**src/rtl/multicycle_ctrl.sv**
```systemverilog
// Multicycle RV32I control unit.
// Walks each instruction through fetch, decode, execute, memory and writeback,
// drives the datapath mux selects and enables, stalls on mem_ready and
// counts retired instructions.
module multicycle_ctrl #(
    parameter int CNT_W = 32
) (
    input  logic             clk,
    input  logic             rst,
    input  logic [31:0]      instr,
    input  logic             mem_ready,
    input  logic             zero,
    input  logic             lt,
    input  logic             ltu,
    output logic [2:0]       ImmSrc,
    output logic             PCWrite,
    output logic             AdrSrc,
    output logic             MemWrite,
    output logic             IRWrite,
    output logic [1:0]       ResultSrc,
    output logic [1:0]       ALUSrcA,
    output logic [1:0]       ALUSrcB,
    output logic [1:0]       ALUOp,
    output logic             RegWrite,
    output logic             illegal,
    output logic [CNT_W-1:0] instret
);

    localparam logic [6:0] OP_LOAD  = 7'b0000011;
    localparam logic [6:0] OP_STORE = 7'b0100011;
    localparam logic [6:0] OP_OP    = 7'b0110011;
    localparam logic [6:0] OP_IMM   = 7'b0010011;
    localparam logic [6:0] OP_BR    = 7'b1100011;
    localparam logic [6:0] OP_JAL   = 7'b1101111;
    localparam logic [6:0] OP_JALR  = 7'b1100111;
    localparam logic [6:0] OP_LUI   = 7'b0110111;
    localparam logic [6:0] OP_AUIPC = 7'b0010111;

    typedef enum logic [3:0] {
        FETCH, DECODE, MEMADR, MEMREAD, MEMWB, MEMWRITE, EXECUTER, EXECUTEI,
        ALUWB, BRANCH, JAL, JALR1, JALR2, LUI, AUIPC, TRAP
    } state_t;

    // Per-state control word. PCWrite/IRWrite have three sources: always,
    // qualified by mem_ready (fetch), or qualified by the branch outcome.
    typedef struct packed {
        logic       pcw;
        logic       pcw_rdy;
        logic       pcw_tkn;
        logic       irw_rdy;
        logic       adr;
        logic       mw;
        logic [1:0] rs;
        logic [1:0] srca;
        logic [1:0] srcb;
        logic [1:0] aluop;
        logic       rw;
    } ctrl_t;

    state_t            state_q, state_d;
    ctrl_t             ctrl_q;
    logic              illegal_q;
    logic [CNT_W-1:0]  instret_q;
    logic [6:0]        opcode;
    logic [2:0]        funct3;
    logic              taken;
    logic              retire;
    logic              unused_instr;

    assign opcode       = instr[6:0];
    assign funct3       = instr[14:12];
    assign unused_instr = ^{instr[31:15], instr[11:7]};

    // Control word for a state; registered against the next state so that the
    // outputs come straight from flops while in that state.
    function automatic ctrl_t ctrl_of(input state_t s);
        ctrl_t c;
        c = '0;
        case (s)
            FETCH: begin
                c.pcw_rdy = 1'b1; c.irw_rdy = 1'b1;
                c.srca = 2'b00; c.srcb = 2'b10; c.aluop = 2'b00; c.rs = 2'b10;
            end
            DECODE:   begin c.srca = 2'b01; c.srcb = 2'b01; end
            MEMADR:   begin c.srca = 2'b10; c.srcb = 2'b01; end
            MEMREAD:  begin c.adr = 1'b1; c.rs = 2'b00; end
            MEMWB:    begin c.rs = 2'b01; c.rw = 1'b1; end
            MEMWRITE: begin c.adr = 1'b1; c.mw = 1'b1; c.rs = 2'b00; end
            EXECUTER: begin c.srca = 2'b10; c.srcb = 2'b00; c.aluop = 2'b10; end
            EXECUTEI: begin c.srca = 2'b10; c.srcb = 2'b01; c.aluop = 2'b10; end
            ALUWB:    begin c.rs = 2'b00; c.rw = 1'b1; end
            BRANCH: begin
                c.srca = 2'b10; c.srcb = 2'b00; c.aluop = 2'b01; c.pcw_tkn = 1'b1;
            end
            JAL:      begin c.srca = 2'b01; c.srcb = 2'b10; c.pcw = 1'b1; end
            JALR1:    begin c.srca = 2'b10; c.srcb = 2'b01; c.rs = 2'b10; c.pcw = 1'b1; end
            JALR2:    begin c.srca = 2'b01; c.srcb = 2'b10; end
            LUI:      begin c.srca = 2'b11; c.srcb = 2'b01; end
            AUIPC:    begin c.srca = 2'b01; c.srcb = 2'b01; end
            default:  c = '0;
        endcase
        return c;
    endfunction

    // Immediate format follows the opcode in every state.
    always_comb begin
        ImmSrc = 3'b000;
        case (opcode)
            OP_STORE:         ImmSrc = 3'b001;
            OP_BR:            ImmSrc = 3'b010;
            OP_LUI, OP_AUIPC: ImmSrc = 3'b011;
            OP_JAL:           ImmSrc = 3'b100;
            default:          ImmSrc = 3'b000;
        endcase
    end

    // Branch outcome from funct3 and the ALU flags.
    always_comb begin
        taken = 1'b0;
        case (funct3)
            3'b000:  taken = zero;
            3'b001:  taken = !zero;
            3'b100:  taken = lt;
            3'b101:  taken = !lt;
            3'b110:  taken = ltu;
            3'b111:  taken = !ltu;
            default: taken = 1'b0;
        endcase
    end

    // Next-state sequencing; memory states hold until mem_ready.
    always_comb begin
        state_d = state_q;
        case (state_q)
            FETCH: if (mem_ready) state_d = DECODE;
            DECODE: begin
                case (opcode)
                    OP_LOAD, OP_STORE: state_d = MEMADR;
                    OP_OP:             state_d = EXECUTER;
                    OP_IMM:            state_d = EXECUTEI;
                    // funct3 010/011 are unassigned branch encodings
                    OP_BR:             state_d = (funct3[2:1] == 2'b01) ? TRAP : BRANCH;
                    OP_JAL:            state_d = JAL;
                    OP_JALR:           state_d = JALR1;
                    OP_LUI:            state_d = LUI;
                    OP_AUIPC:          state_d = AUIPC;
                    default:           state_d = TRAP;
                endcase
            end
            MEMADR:   state_d = (opcode == OP_STORE) ? MEMWRITE : MEMREAD;
            MEMREAD:  if (mem_ready) state_d = MEMWB;
            MEMWB:    state_d = FETCH;
            MEMWRITE: if (mem_ready) state_d = FETCH;
            EXECUTER: state_d = ALUWB;
            EXECUTEI: state_d = ALUWB;
            ALUWB:    state_d = FETCH;
            BRANCH:   state_d = FETCH;
            JAL:      state_d = ALUWB;
            JALR1:    state_d = JALR2;
            JALR2:    state_d = ALUWB;
            LUI:      state_d = ALUWB;
            AUIPC:    state_d = ALUWB;
            TRAP:     state_d = TRAP;
            default:  state_d = TRAP;
        endcase
    end

    // An instruction retires on the edge that leaves its last state.
    assign retire = (state_q == MEMWB) || (state_q == ALUWB) || (state_q == BRANCH) ||
                    ((state_q == MEMWRITE) && mem_ready);

    // State, registered control word, sticky illegal flag and retire counter.
    always_ff @(posedge clk) begin
        if (rst) begin
            state_q   <= FETCH;
            ctrl_q    <= ctrl_of(FETCH);
            illegal_q <= 1'b0;
            instret_q <= '0;
        end else begin
            state_q <= state_d;
            ctrl_q  <= ctrl_of(state_d);
            if (state_d == TRAP) illegal_q <= 1'b1;
            if (retire) instret_q <= instret_q + CNT_W'(1);
        end
    end

    // Enables are suppressed while reset is held so nothing is written mid-reset.
    assign PCWrite   = !rst && (ctrl_q.pcw || (ctrl_q.pcw_rdy && mem_ready) ||
                                (ctrl_q.pcw_tkn && taken));
    assign IRWrite   = !rst && ctrl_q.irw_rdy && mem_ready;
    assign MemWrite  = !rst && ctrl_q.mw;
    assign RegWrite  = !rst && ctrl_q.rw;
    assign AdrSrc    = ctrl_q.adr;
    assign ResultSrc = ctrl_q.rs;
    assign ALUSrcA   = ctrl_q.srca;
    assign ALUSrcB   = ctrl_q.srcb;
    assign ALUOp     = ctrl_q.aluop;
    assign illegal   = illegal_q;
    assign instret   = instret_q;

endmodule

```
**config.mk**
```make
export PLATFORM = sky130hd
export DESIGN_NAME = multicycle_ctrl
export DESIGN_NICKNAME = d
export VERILOG_FILES = /design/src/rtl/multicycle_ctrl.sv
export SDC_FILE = /design/constraint.sdc
export NUM_CORES = 1
export LEC_CHECK = 0
export CORE_UTILIZATION = 42
export DETAILED_ROUTE_END_ITERATION = 10
export PLACE_DENSITY = 0.84
export SYNTH_ARGS = -nofsm -noshare
export SYNTH_HDL_FRONTEND = slang
export SYNTH_SLANG_ARGS = --single-unit
export TNS_END_PERCENT = 50
```
**constraint.sdc**
```tcl
create_clock -name clk -period 2.21 [get_ports clk]
set_input_delay 0.442 -clock clk [delete_from_list [all_inputs] [get_ports clk]]
set_output_delay 0.442 -clock clk [all_outputs]
set_load 0.01 [all_outputs]
```
==> impl_metrics.tcl <==
set metrics [dict create \
    rsz0062_at_grt "true" \
    io_buffers 64 \
    synth_nets 381 \
    coreArea_um2 6390 \
    fin_nets 480 \
    grt_util_met2 0.373 \
    final_area_um2 3980 \
    start_util 0.436 \
    antenna_found_initial 0 \
    hold_start "illegal" \
    dpl.cell_count 511 \
    status "finished, violations left" \
    holdPathEnd "illegal" \
    switchingPower_mw 1.12 \
    area_delta_synth_final_pct 43.1 \
    gp_congestion 0.915 \
    synth_edf_count 0 \
    drtIter0Drc 189 \
    place_hpwl_um 5420 \
    timing.rr.start "state_q[3]" \
    p_int_mw 2.15 \
    critPathMaxStageDelay_ns 0.48 \
    grt_use_met1 0.264 \
    setup_viol 1 \
    r2r-end "ALUSrcB[0]" \
    clk_pin_slew_ns 0.10 \
    critPathCaptureType "flip-flop" \
    power_mw 3.27 \
    die_area_um2 6950 \
    wl_um 7370 \
    grt_util_met3 0.0457 \
    grt.busiest_layer "met2" \
    startpoint_type "primary input" \
    drtAntennaViolNets 0 \
    synth_seq_cells 50 \
    avgSynthCellArea_um2 8.13 \
    cts_max_path_buffers 2 \
    min_period_ns 2.25 \
    finalHoldViolations 0 \
    grt_pass1_vias 2676 \
    slew_violations 0 \
    cts_tree "built" \
    total_leakage_power_nw 1.54 \
    period_share 1.02 \
    first_pass_iters 5 \
    violations "setup timing" \
    grt_max_degree 45 \
    ir_drop_mv 0.568 \
    drv_cap 0 \
    synth_area_um2 2780 \
    gr-total-overflow 0 \
    diodes 0 \
    grt_use_total 0.213 \
    yosysWarnings 0 \
    slew_headroom 0.544 \
    pwr-share-comb 0.460 \
    clock_latency_ns 0.31 \
    cp_data_arrival_time_ns 2.51 \
    cts_made_buffers 5 \
    seqPwrFrac 0.328 \
    wire_per_inst_um 14.2 \
    num_vias 2845 \
    worst_slack_ns -0.0435 \
    hold_depth 2 \
    vias_per_cell 5.48 \
    cts_root_buf "clkbuf_8" \
    synthCells 342 \
    drive_above_1_share 0.208 \
    synth_cell_type_count 67 \
    ys_seq_area_frac 0.360 \
    crit_path_top_delay_cell "clkdlybuf4s50_1" \
    synthArstFlopShare 0 \
    synth_ff_type "dfxtp_1" \
    dp_slack_ns -0.512 \
    hp-class "flip-flop to flip-flop" \
    timing.fmax_mhz 444 \
    power.density_nw_per_um2 822 \
    fin_skew_ns 0.00952 \
    r2r_slack_ns -0.04 \
    fin_cells 519 \
    hold-worst-slack_ns 0.477 \
    postCtsSetupRepairBufs 0 \
    cts.sinks 50 \
    h-tree-depth 2 \
    rows 29 \
    post_dp_cell_area_um2 3790 \
    n_fill_cell 528 \
    worstPathCellList "clkdlybuf4s50_1 > or3b_1 > or3_4 > o22ai_2 > o21ai_2 > a2111o_1 > nand3_1" \
    die_w_um 83.4 \
    grt_first_pass_wirelength_um 12200 \
    swShare 0.343 \
    clkPwrFrac 0.212 \
    required_ns 2.46 \
    ios 87 \
    path_max_fanout 3 \
    die_height_um 83.4 \
    drc_errors 0 \
    max_slew.worst_pin.slew_ns 0.674 \
    crit_type "primary input to flip-flop" \
    r2r_cells 7 \
]
sequential cells by signal, indices dropped and copies added (netlist names):
register	cells
ctrl_q	4
ALUSrcB	2
ALUOp	2
AdrSrc	1
ALUSrcA	2
ResultSrc	2
state_q	4
illegal	1
instret	32
kinds of logic after synthesis:
kind of cell / after synthesis / share of synthesized area
buf+inv: 39 / 0.0702
mux: 3 / 0.0112
xor+xnor: 31 / 0.0976
compound gates: 60 / 0.146
simple gates: 158 / 0.311
flops: 50 / 0.360
fa+ha+maj: 1 / 0.00450
cell usage in the layout (no fill, tap or decap), drive strengths merged, types with 7 or more instances in the layout:
cell type and instances:
buf 60, clkdlybuf4s50 52, dfxtp 50, nor2 49, nand2 20, a21oi 19
xnor2 16, nand3 16, xor2 15, inv 10, o21ai 10, nor4 9
nand4 8, nor3 8, and3 7
worst max path at each step:
stage / cells after the start / endpoint / startpoint
floorplan: 7 / ALUSrcB[0] / instr[2]
global route: 7 / ALUSrcB[0] / state_q[3]
CTS: 7 / ALUSrcB[0] / instr[5]
detailed placement: 7 / PCWrite / instr[14]
finish: 7 / ALUSrcB[0] / instr[5]
global placement: 7 / PCWrite / instr[14]
worst max-delay path, delay by kind of cell:
| family | cells | cell delay (ns) |
|---|---|---|
| AO/OA/AOI/OAI | 3 | 0.69 |
| buffers and inverters | 1 | 0.48 |
| AND/OR/NAND/NOR | 3 | 0.89 |
Yosys cell counts (7+ instances only):
library cell  instances  area share
dfxtp_1              50        0.36
nor2_1               49       0.066
nand2_1              20       0.027
a21oi_1              19       0.034
clkbuf_1             17       0.023
xnor2_1              16       0.050
nand3_1              15       0.027
xor2_1               15       0.047
inv_1                 9       0.012
buf_4                 8       0.022
nand4_1               8       0.018
o21ai_0               8       0.014
nor4_1                7       0.016
repair_timing:
action	4_1_cts	5_1_grt
endpoints found under the setup margin	9	15
pin swaps	4	5
resized for setup	20	19
hold buffers	0	0
power by group through the flow:
stage,clock (mW),sequential (mW),combinational (mW)
after detailed placement,0,1.09,1.43
after CTS,0.705,1.07,1.44
after global placement,0,1.09,1.40
after global routing,0.753,1.09,1.62
after floorplan,0,1.09,0.786
final,0.693,1.07,1.50
metal layers:
metal / up-vias / wire length [µm]
li1: 1406 / -
met1: 1346 / 3220
met2: 82 / 3690
met3: 11 / 368
met4: 0 / 92
met5: - / 0
final cells by class:
| cell class | instances | area (µm²) | area share |
|---|---|---|---|
| tap | 77 | 96.3 | 0.0242 |
| multi-input combinational | 253 | 1640 | 0.413 |
| clock buffer | 6 | 82.6 | 0.0208 |
| sequential | 50 | 1000 | 0.252 |
| timing repair buffer | 122 | 1080 | 0.272 |
| inverter | 9 | 33.8 | 0.00849 |
| clock inverter | 2 | 38.8 | 0.00975 |
stage by stage:
| step | TNS (ns) | utilization |
|---|---|---|
| floorplan | 0 | - |
| CTS | -0.0104 | 0.612 |
| global route | -0.0922 | 0.623 |
| finish | -0.0435 | 0.623 |
| global placement | -7.80 | 0.594 |
| detailed placement | -8.78 | 0.594 |
(Power assumes the default switching activity.)
